==> src/rtl/mem_block_mover.sv <==
`default_nettype none
// ----------------------------------------------------------------------------
// mem_block_mover : block copy / block fill initiator for a single-port memory
// Rev 1.0
// ----------------------------------------------------------------------------
module mem_block_mover #(
  parameter int WIDTH = 8,
  parameter int DEPTH = 16,
  localparam int AW = $clog2(DEPTH)
) (
  input  logic             clk,
  input  logic             rst_n,
  input  logic             start,
  input  logic             mode,
  input  logic [AW-1:0]    src_addr,
  input  logic [AW-1:0]    dst_addr,
  input  logic [AW:0]      length,
  input  logic [WIDTH-1:0] fill_value,
  output logic             busy,
  output logic             done,
  output logic             mem_enable,
  output logic             mem_write_enable,
  output logic [AW-1:0]    mem_address,
  output logic [WIDTH-1:0] mem_wdata,
  input  logic [WIDTH-1:0] mem_rdata
);

  localparam int            CW       = AW + 1;
  localparam logic [CW-1:0] LEN_MAX  = CW'(DEPTH);
  localparam logic [AW-1:0] ADDR_TOP = AW'(DEPTH - 1);

  typedef enum logic [2:0] {
    S_IDLE  = 3'd0,
    S_READ  = 3'd1,
    S_WRITE = 3'd2,
    S_FILL  = 3'd3,
    S_DONE  = 3'd4
  } state_t;

  state_t           state_q;
  logic [AW-1:0]    src_ptr_q;
  logic [AW-1:0]    dst_ptr_q;
  logic [CW-1:0]    count_q;
  logic [WIDTH-1:0] fill_q;
  logic             busy_q;
  logic             done_q;
  logic             mem_en_q;
  logic             mem_we_q;
  logic [AW-1:0]    mem_addr_q;
  logic [WIDTH-1:0] mem_wdata_q;

  logic [AW-1:0]    src_ptr_d;
  logic [AW-1:0]    dst_ptr_d;
  logic [CW-1:0]    count_d;
  logic [CW-1:0]    len_d;
  logic             last_word;

  // Addresses wrap modulo DEPTH even when DEPTH is not a power of two.
  function automatic logic [AW-1:0] wrap_inc(input logic [AW-1:0] p);
    return (p == ADDR_TOP) ? '0 : p + AW'(1);
  endfunction

  assign src_ptr_d = wrap_inc(src_ptr_q);
  assign dst_ptr_d = wrap_inc(dst_ptr_q);
  assign count_d   = count_q - CW'(1);
  assign last_word = (count_q == CW'(1));
  assign len_d     = (length > LEN_MAX) ? LEN_MAX : length;

  // Outputs are loaded alongside the state they belong to, so every memory
  // strobe comes straight from a flop. mem_wdata_q doubles as the copy buffer.
  always_ff @(posedge clk or negedge rst_n) begin
    if (!rst_n) begin
      state_q     <= S_IDLE;
      src_ptr_q   <= '0;
      dst_ptr_q   <= '0;
      count_q     <= '0;
      fill_q      <= '0;
      busy_q      <= 1'b0;
      done_q      <= 1'b0;
      mem_en_q    <= 1'b0;
      mem_we_q    <= 1'b0;
      mem_addr_q  <= '0;
      mem_wdata_q <= '0;
    end else begin
      done_q      <= 1'b0;
      mem_en_q    <= 1'b0;
      mem_we_q    <= 1'b0;
      mem_addr_q  <= '0;
      mem_wdata_q <= '0;
      case (state_q)
        S_IDLE: begin
          busy_q <= 1'b0;
          if (start) begin
            src_ptr_q <= src_addr;
            dst_ptr_q <= dst_addr;
            count_q   <= len_d;
            fill_q    <= fill_value;
            busy_q    <= 1'b1;
            if (len_d == '0) begin
              state_q <= S_DONE;
              done_q  <= 1'b1;
            end else if (!mode) begin
              state_q    <= S_READ;
              mem_en_q   <= 1'b1;
              mem_addr_q <= src_addr;
            end else begin
              state_q     <= S_FILL;
              mem_en_q    <= 1'b1;
              mem_we_q    <= 1'b1;
              mem_addr_q  <= dst_addr;
              mem_wdata_q <= fill_value;
            end
          end
        end
        S_READ: begin
          state_q     <= S_WRITE;
          mem_en_q    <= 1'b1;
          mem_we_q    <= 1'b1;
          mem_addr_q  <= dst_ptr_q;
          mem_wdata_q <= mem_rdata;
        end
        S_WRITE: begin
          src_ptr_q <= src_ptr_d;
          dst_ptr_q <= dst_ptr_d;
          count_q   <= count_d;
          if (last_word) begin
            state_q <= S_DONE;
            done_q  <= 1'b1;
          end else begin
            state_q    <= S_READ;
            mem_en_q   <= 1'b1;
            mem_addr_q <= src_ptr_d;
          end
        end
        S_FILL: begin
          dst_ptr_q <= dst_ptr_d;
          count_q   <= count_d;
          if (last_word) begin
            state_q <= S_DONE;
            done_q  <= 1'b1;
          end else begin
            mem_en_q    <= 1'b1;
            mem_we_q    <= 1'b1;
            mem_addr_q  <= dst_ptr_d;
            mem_wdata_q <= fill_q;
          end
        end
        S_DONE: begin
          state_q <= S_IDLE;
          busy_q  <= 1'b0;
        end
        default: begin
          state_q <= S_IDLE;
          busy_q  <= 1'b0;
        end
      endcase
    end
  end

  assign busy             = busy_q;
  assign done             = done_q;
  assign mem_enable       = mem_en_q;
  assign mem_write_enable = mem_we_q;
  assign mem_address      = mem_addr_q;
  assign mem_wdata        = mem_wdata_q;

endmodule
`default_nettype wire
==> config.mk <==
export PLATFORM = sky130hd
export DESIGN_NAME = mem_block_mover
export DESIGN_NICKNAME = d
export VERILOG_FILES = /design/src/rtl/mem_block_mover.sv
export SDC_FILE = /design/constraint.sdc
export NUM_CORES = 1
export LEC_CHECK = 0
export CAP_MARGIN = 10
export CORE_MARGIN = 2
export CORE_UTILIZATION = 45
export DETAILED_ROUTE_END_ITERATION = 10
export DONT_BUFFER_PORTS = 1
export GPL_TIMING_DRIVEN = 1
export SLEW_MARGIN = 20
export SYNTH_ARGS = -nofsm -noshare
export SYNTH_HDL_FRONTEND = slang
export SYNTH_SLANG_ARGS = --single-unit
==> constraint.sdc <==
create_clock -name clk -period 1.65 [get_ports clk]
set_input_delay 0.165 -clock clk [delete_from_list [all_inputs] [get_ports clk]]
set_output_delay 0.165 -clock clk [all_outputs]
set_load 0.02 [all_outputs]
Word level (Yosys, flattened, before mapping)

Cells that the tools add are included.

Flip-flop bits (word level): 40
Input port bits: 33
Logic and storage cells: 73
Output and inout bits: 16

$add $sub $neg: 3
Equality and inequality tests: 8
Reductions and logical operators: 10
Mux-type cells: 40
Magnitude comparators: 1

Operator list:

| operator              | count |
|---|---|
| $mux W4               | 9 |
| $mux W8               | 4 |
| $pmux W8 S3           | 1 |
| $pmux W4 S2           | 2 |
| $pmux W4 S4           | 1 |
| $mux W3               | 4 |
| $pmux W3 S4           | 1 |
| $mux W1               | 10 |
| $mux W5               | 2 |
| $pmux W5 S2           | 1 |
| $add A4 B1 Y4 const B | 2 |
| $eq A4 B4 Y1 const B  | 2 |
| $reduce_and A2 Y1     | 4 |
| $eq A3 B2 Y1 const B  | 2 |
| $pmux W1 S3           | 2 |
| $eq A5 B1 Y1 const B  | 1 |
| $gt A5 B5 Y1 const B  | 1 |
| $logic_not A5 Y1      | 1 |
| $sub A5 B1 Y5 const B | 1 |
| $ne A2 B2 Y1 const B  | 2 |
| $pmux W1 S2           | 2 |
| $reduce_bool A2 Y1    | 2 |
| $eq A3 B1 Y1 const B  | 1 |
| $logic_not A3 Y1      | 1 |
| 3 further kinds       | 3 |

Logic depth before layout (Yosys ltp)

Gate-level depths: netlist (run 1).

Word-level depth: 6
Mapped depth: 7
Mapped depth without buffers: 6

Worst setup path before layout (run 1)

OpenSTA, ideal clock, no wires.

Path kind: reg-to-reg
Start: register count_q[1]
End: register mem_wdata_q[0], in the netlist mem_wdata[0]
Path buffers: 1
Period minus slack after synthesis: 1769 ps
Data arrival time: 1643 ps
Slack: -119 ps
Required time: 1524 ps
Stages on the path, launching flop included: 7
Library setup time: 126 ps
Path through: dfrtp_1 inv_1 ha_1 or4b_4 and3_4 buf_6 a221o_1

Cells in the longest elaborated chain, start to end: 3

RTL lines:

| item                   | RTL line | RTL |
|---|---|---|
| from (decl)            | 43       | `logic [CW-1:0] count_q;` |
| from (signal assigned) | 96       | `count_q <= len_d;` |
| from (signal assigned) | 125      | `count_q <= count_d;` |
| from (signal assigned) | 137      | `count_q <= count_d;` |
| $eq A5 B1 Y1           | 66       | `assign last_word = (count_q == CW'(1));` |
| $mux W8                | 138      | `if (last_word) begin` |
| $pmux W8 S3            | 90       | `case (state_q)` |
| to (signal assigned)   | 111      | `mem_wdata_q <= fill_value;` |
| to (signal assigned)   | 120      | `mem_wdata_q <= mem_rdata;` |
| to (signal assigned)   | 145      | `mem_wdata_q <= fill_q;` |
| to (decl)              | 50       | `logic [WIDTH-1:0] mem_wdata_q;` |

No other way between the ends.
A chain may end at the register's enable or synchronous reset.

Worst setup path after layout (run 1)

Start: register count_q[1]
End: register mem_wdata_q[3], in the netlist mem_wdata[3]

The elaborated chain is that of the path after synthesis.

==> impl_summary.log, run 1 <==
[metrics] worst relative slew slack: 71.2%
[metrics] fin area: ~2400 sq um
[metrics] total area of multi-input combinational cells: 960 sq um
[metrics] count of port buffers added during placement: 0
[metrics] via count of the routed design: 1692
[metrics] H-Tree Depth: 2
[metrics] antenna violations before repair: 0
[metrics] RePlAce Congestion: 0.918
[metrics] switching share of power: 42.0%
[metrics] GRT Residual Overflow: 0
[metrics] VDD IR max: 0.890 mV
[metrics] via count of the first global-routing pass: 1720
[metrics] Top FF cell, synth: dfrtp_1
[metrics] count of final max-slew check failures: 0
[metrics] cell area after technology mapping: between 1500 and 2000 sq um
[metrics] Post-Synthesis Mean Instance Area: between 9 and 10 sq um
[metrics] number of enable-type register cells in the synthesized netlist: 0
[metrics] unrepaired setup endpoints after global routing: true
[metrics] final setup skew: 0.00590 ns
[metrics] count of endpoints failing setup in the final report: 11
[metrics] share of final-layout standard cells stronger than drive strength 1: 21.7%
[metrics] post-CTS clock slew at the launch and capture registers of the worst setup and hold paths: 0.08 ns
[metrics] Unique masters post-synth: 42
[metrics] met1 routed wirelength after detailed routing: 2050 microns
[metrics] maximum number of pins on one net before global-route repair: 41
[metrics] result of the run: finished, violations left
[metrics] number of buffers created by CTS: 5
[metrics] cell types occupying the most area after synthesis: dfrtp_1 (50%), nand2_1 (8.1%), a221o_1 (4.0%)
[metrics] topmost layer with routed signal wires: met4
[metrics] number of failing hold endpoints at the final stage: 0
[metrics] final routed wirelength across all metal layers: 4890 microns
[metrics] Combinational Power Share: between 40% and 50%
[metrics] horizontal die dimension: 70.5 microns
[metrics] crit path setup slack, layout: -0.0526 ns
[metrics] first-pass GRT wire length: 8060 microns
[metrics] startpoint-to-endpoint class of the critical path: flop to flop
[metrics] transition time at the pin with the least slew margin: 0.429 ns
[metrics] post-synthesis cell count: 207
[metrics] maximum achievable frequency: 587 MHz
[metrics] switching power: 0.00201 W
[metrics] min Tclk post-route: 1.70 ns
[metrics] total power of the final layout: 0.00479 W
[metrics] n_diodes: 0
[metrics] DR iter-0 viols: about 110
[metrics] largest area contributor in the netlist: dfrtp_1
[metrics] die height: 70.5 microns
[metrics] leakage power total: about 1.1 nW
[metrics] Core Footprint: 4290 sq um
[metrics] proportion of synthesized flip-flops having asynchronous set or reset: 100%
[metrics] routed len/inst: 17.0 microns
[metrics] # Max-Cap Violations: 0
[metrics] placed cell areas: 2170 sq um
[metrics] worst min-delay path class: input port to flop
[metrics] Die Outline Area: 4970 sq um
[metrics] Rows: 24
[metrics] Power Internal: 0.00278 W
[metrics] TritonCTS clock tree: built
[metrics] CP Data Required Time: 1.82 ns
[metrics] clock buffer depth: 2
[metrics] startpoint type of the worst setup path: flop
[metrics] top cell types by occurrence after synthesis: nand2_1 (43), dfrtp_1 (40), nor2_1 (19)
[metrics] clock sink count: 40
[metrics] # fillers: approximately 380
[metrics] share of the clock period used by the worst path: 103%
[metrics] Critical Path Sink Type: flop
[metrics] most numerous cell in the Yosys netlist: nand2_1
[metrics] drc violations: 0
[metrics] DRT Pass-1 Iters: 4
[metrics] Initial Utilization: 46.3%
[metrics] net count after synthesis: 244
[metrics] mean number of vias per cell: 5.90
[metrics] violations in the final reports: negative setup slack
[metrics] relative area change from synthesis to final layout: 20.8%
[metrics] Synthesis Warnings: 0
[metrics] insertion delay of the later-clocked pin in the worst-skew pair: just under 0.3 ns
[metrics] Root Buffer: clkbuf_8
[metrics] Critical Path AT: ~1.9 ns
[metrics] metal3 WL: between 300 and 400 microns
[metrics] met2 routed WL: 2440 microns
[metrics] core utilization of the finished layout: between 50% and 60%
[metrics] sequential cell fraction of total power: 40.3%
[metrics] portion of the post-synthesis area used by sequential elements: 50.3%
[metrics] GRT Util Overall: approximately a fifth
[metrics] number of nets in the final layout: 271
[metrics] FF+latch area: 1000 sq um
[metrics] # IOs: 49
[metrics] Final ANT Viol Nets: 0
[metrics] Seq cells post-synth: 40
[metrics] Critical Path Fanout Max: 12
[metrics] detailed placement HPWL: 3520 microns
[metrics] Pwr Density: 1990 nW/um^2
[metrics] area fraction of the dominant cell type after synthesis: 50.3%
[metrics] clock share of power: between 10% and 20%
cell type report:
type                            count  area share (%)
Clock buffer                        5            2.86
Clock inverter                      3           0.781
Inverter                            4           0.625
Multi-Input combinational cell    151            39.9
Sequential cell                    40            41.7
Tap cell                           52            2.71
Timing Repair Buffer               32            11.4
metrics by stage:
step	setup TNS, ns	setup slack, ns	hold WS (ns)	cells
floorplan	-0.455	-0.0707	-0.131	207
global placement	0	0.00155	-0.130	269
detailed placement	-0.238	-0.0331	-0.130	269
CTS	-0.429	-0.0501	0.000699	282
global route	-1.07	-0.108	0.00952	287
finish	-0.477	-0.0526	0.00982	287
registers in the layout (all words and copies together) (netlist names):
register	flops
fill_q	8
mem_wdata	8
count_q	5
dst_ptr_q	4
mem_address	4
src_ptr_q	4
state_q	3
busy	1
done	1
mem_enable	1
mem_write_enable	1
cell families (layout without fill, tap and decap cells):
family                     Yosys count  after routing  share of synthesized area (%)
and+or+nand+nor                     82             82                           19.5
AOI/OAI and AO/OA                   56             56                           19.5
DFF                                 40             40                           50.3
buffers and inverters               16             44                           3.77
muxes                                7              7                           3.52
adders and majority gates            4              4                           2.52
xor gates and xnor gates             2              2                          0.881
worst paths after layout:
kind,from,end,slack [ns],cells past startpoint
max,count_q[1],mem_wdata[3],-0.05,5
max reg2reg,count_q[1],mem_wdata[3],-0.05,5
min in group asynchronous,rst_n,mem_address[3],0.34,2
min reg2reg,fill_q[4],fill_q[4],0.49,2
min,fill_value[4],fill_q[4],0.01,2
max in group asynchronous,rst_n,dst_ptr_q[3],1.13,2
critical path, cell delays in order, from the launching register on:
cell and delay [ns]:
dfrtp_1 0.39, inv_2 0.08, ha_4 0.11, or4b_4 0.48
and3_4 0.23, a221o_1 0.30
metal layers:
metal / vias up / track usage (%)
li1: 800 / -
met1: 828 / 26.5
met2: 58 / 34.0
met3: 6 / 4.33
met4: 0 / 6.84
met5: - / 0
power by group through the flow:
stage                     sequential [W]  clock [W]  combinational [W]
final                            0.00193   0.000632            0.00222
after floorplan                  0.00187          0            0.00143
after detailed placement         0.00194          0            0.00202
after global routing             0.00199   0.000698            0.00248
after global placement           0.00192          0            0.00197
after CTS                        0.00192   0.000652            0.00209
cells in the final DEF, fill, tap and decap left out, types with 5 or more instances in the layout:
cell and instances:
dfrtp_1 40, buf_4 24, a221o_1 8, nand2_1 43, a21oi_1 13, clkbuf_8 5
o21ai_0 8, mux2i_1 7, a31oi_1 6, nor2_1 17
repair_timing:
action / CTS / global route
hold buffers: 5 / 0
cloned: 0 / 0
endpoints found under the hold margin: 43 / 0
endpoints found under the setup margin: 11 / 20
buffers inserted: 0 / 5
pin swaps: 3 / 6
resized for setup: 2 / 11
Note: power is estimated with default switching activity, not from simulation.
==> run 2: changes to the inputs <==
GPL_TIMING_DRIVEN = 0   (was 1)
==> run 2 against run 1 <==
The run still ends with negative setup slack left. Die area is the same. Sequential cell count is the same. Via count grew 0.30%. Total power grew 3.0%. Utilization grew 0.90 points. Routed wire length grew 5.6%. Fmax shrank 9.0%. Cell area grew 1.6%. Clock-buffer cell count is the same. Sequential share of layout area shrank 0.56 points. Critical path type unchanged. Highest routed layer unchanged.
==> impl_summary.log, run 2 (synthesized netlist as in run 1, its figures left out) <==
[metrics] number of buffers created by CTS: 5 (unchanged)
[metrics] Critical-path top delay cell: or4b_4 (unchanged)
[metrics] transition time at the pin with the least slew margin: 0.559 ns (was 0.429 ns)
[metrics] TritonCTS clock tree: built (unchanged)
[metrics] Core Footprint: 4290 sq um (unchanged)
[metrics] min Tclk post-route: 1.87 ns (was 1.70 ns)
[metrics] result of the run: finished, violations left (unchanged)
[metrics] Die Outline Area: 4970 sq um (unchanged)
[metrics] Rows: 24 (unchanged)
[metrics] number of failing hold endpoints at the final stage: 0 (unchanged)
[metrics] unrepaired setup endpoints after global routing: true (unchanged)
[metrics] Critical Path AT: 1.99 ns (was 1.88 ns)
[metrics] RePlAce Congestion: 0.829 (was 0.918)
[metrics] violations in the final reports: negative setup slack (unchanged)
[metrics] depth of the worst register-to-register path: 7 (was 5)
[metrics] startpoint type of the worst setup path: flop (unchanged)
[metrics] number of nets in the final layout: 267 (was 271)
[metrics] horizontal die dimension: 70.5 microns (unchanged)
[metrics] reg-to-reg critical path startpoint: count_q[1] (unchanged)
[metrics] share of final-layout standard cells stronger than drive strength 1: 23.5% (was 21.7%)
[metrics] via count of the routed design: 1697 (was 1692)
[metrics] # Max-Cap Violations: 0 (unchanged)
[metrics] DP Cell Count: 259 (was 269)
[metrics] DR iter-0 viols: 100 (was 107)
[metrics] Worst Hold Depth: 2 (unchanged)
[metrics] worst hold path startpoint: fill_value[6] (was fill_value[4])
[metrics] top library cells by usage in the layout, fill and taps aside: nand2_1 (42), dfrtp_1 (38), nor2_1 (17) (was nand2_1 (43), dfrtp_1 (40), buf_4 (24))
[metrics] insertion delay of the later-clocked pin in the worst-skew pair: 0.29 ns (about the same)
[metrics] final setup skew: 0.00754 ns (was 0.00590 ns)
[metrics] DP Worst Slack: -0.196 ns (was -0.0331 ns)
[metrics] crit path setup slack, layout: -0.221 ns (was -0.0526 ns)
[metrics] Critical Path Sink Type: flop (unchanged)
[metrics] count of final max-slew check failures: 0 (unchanged)
[metrics] clock sink count: 40 (unchanged)
[metrics] Reg2Reg Capture Point: mem_address[2] (was mem_wdata[3])
[metrics] total power of the final layout: 0.00493 W (was 0.00479 W)
[metrics] routed len/inst: 18.3 microns (was 17.0 microns)
[metrics] CP Data Required Time: 1.77 ns (was 1.82 ns)
[metrics] mean number of vias per cell: 6.02 (was 5.90)
[metrics] # fillers: 367 (was 375)
[metrics] maximum number of pins on one net before global-route repair: 41 (unchanged)
[metrics] count of endpoints failing setup in the final report: 14 (was 11)
[metrics] final routed wirelength across all metal layers: 5170 microns (was 4890 microns)
[metrics] die height: 70.5 microns (unchanged)
[metrics] # IOs: 49 (unchanged)
[metrics] VDD IR max: 0.732 mV (was 0.890 mV)
[metrics] Initial Utilization: 46.3% (unchanged)
[metrics] total negative setup slack: -1.67 ns (was -0.477 ns)
[metrics] GRT Util Overall: 20.9% (was 20.5%)
[metrics] Critical Path Fanout Max: 3 (was 12)
[metrics] drc violations: 0 (unchanged)
[metrics] count of port buffers added during placement: 0 (unchanged)
[metrics] worst hold slack after final layout: 0.00305 ns (was 0.00982 ns)
[metrics] Worst Hold End: fill_q[6] (was fill_q[4])
[metrics] antenna violations before repair: 0 (unchanged)
[metrics] via count of the first global-routing pass: 1613 (was 1720)
[metrics] detailed placement HPWL: 3350 microns (was 3520 microns)
[metrics] maximum achievable frequency: 535 MHz (was 587 MHz)
[metrics] critical-path cell list: inv_2, ha_4, or4b_4, buf_6, nor2b_4, a31oi_1, o221ai_1 (was inv_2, ha_4, or4b_4, and3_4, a221o_1)
[metrics] Final ANT Viol Nets: 0 (unchanged)
[metrics] most common cell after layout, fill and taps aside: nand2_1 (unchanged)
[metrics] H-Tree Depth: 2 (unchanged)
[metrics] GRT Residual Overflow: 0 (unchanged)
[metrics] leakage power total: 1.11 nW (was 1.12 nW)
[metrics] Pwr Density: 2020 nW/um^2 (was 1990 nW/um^2)
[metrics] n_diodes: 0 (unchanged)
[metrics] DRT Pass-1 Iters: 4 (unchanged)
[metrics] filler-free cell count of the finished design: 282 (was 287)
[metrics] relative area change from synthesis to final layout: 22.7% (was 20.8%)
[metrics] worst min-delay path class: input port to flop (unchanged)
[metrics] post-CTS clock slew at the launch and capture registers of the worst setup and hold paths: 0.08 ns (about the same)
[metrics] Worst R2R Setup Slack: -0.22 ns (was -0.05 ns)
[metrics] first-pass GRT wire length: 8120 microns (was 8060 microns)
[metrics] delay of the slowest critical-path stage: 0.46 ns (was 0.48 ns)
[metrics] Root Buffer: clkbuf_8 (unchanged)
[metrics] share of the clock period used by the worst path: 113% (was 103%)
[metrics] startpoint-to-endpoint class of the critical path: flop to flop (unchanged)
[metrics] clock buffer depth: 2 (unchanged)
[metrics] worst relative slew slack: 62.6% (was 71.2%)
[run 2: changes by cell type in the layout (fill, tap and decap cells not counted), sizes merged]
cell and delta:
buf -8, clkbuf +4, clkinv -2, clkinvlp +1
[run 2: how the worst max path moves through the flow]
stage                from             end  slack (ns)  depth (start not counted)
5_1_grt        count_q[1]  mem_address[2]       -0.21                          7
3_5_place_dp   state_q[1]      count_q[0]       -0.20                          7
4_1_cts        count_q[1]    mem_wdata[5]       -0.15                          6
2_1_floorplan  count_q[1]    mem_wdata[0]       -0.07                          6
3_3_place_gp   count_q[1]    mem_wdata[1]       -0.17                          6
6_report       count_q[1]  mem_address[2]       -0.22                          7
[run 2: cell type report]
type                       count  area (sq um)  share of cell area [%]
buffer                        11          87.6                    3.59
clock buffer                   5          68.8                    2.82
clock inverter                 2          12.5                   0.513
inverter                       4          15.0                   0.615
multi-input combinational    151          1010                    41.3
sequential                    40          1000                    41.1
tap                           52          65.1                    2.67
timing repair buffer          17           181                    7.43
[run 2: repair_timing]
| item | CTS | global route |
|---|---|---|
| endpoints found under the hold margin | 43 | 0 |
| buffers inserted | 5 | 6 |
| endpoints found under the setup margin | 39 | 38 |
| hold buffers | 5 | 0 |
| gates cloned | 1 | 0 |
| pin swaps | 2 | 5 |
| gates resized for setup | 21 | 26 |
[run 2: stage by stage]
step / util [%] / cell area (sq um)
2_1_floorplan: - / 1990
3_3_place_gp: 47.8 / 2050
3_5_place_dp: 47.8 / 2050
4_1_cts: 53.9 / 2310
5_1_grt: 56.8 / 2440
6_report: 56.8 / 2440
[run 2: worst max-delay path: cells and delay by family (launching register included)]
kind	cells	cell delay (ns)
compound gates	2	0.37
fa+ha+maj	1	0.11
buf+inv	2	0.22
flops	1	0.40
simple gates	2	0.59
[run 2: layer usage]
layer	global-route usage (%)	part of all wire, %	vias up
met5	0	0	-
met4	5.34	0.89	0
met2	32.8	48	62
met1	28.8	44	836
met3	5.63	6.8	4
li1	-	-	795
[run 2: where the power goes]
part / internal, W / switching, W
sequential: 0.00143 / 0.000518
clock: 0.000286 / 0.000342
combinational: 0.00109 / 0.00127
total: 0.00281 / 0.00213
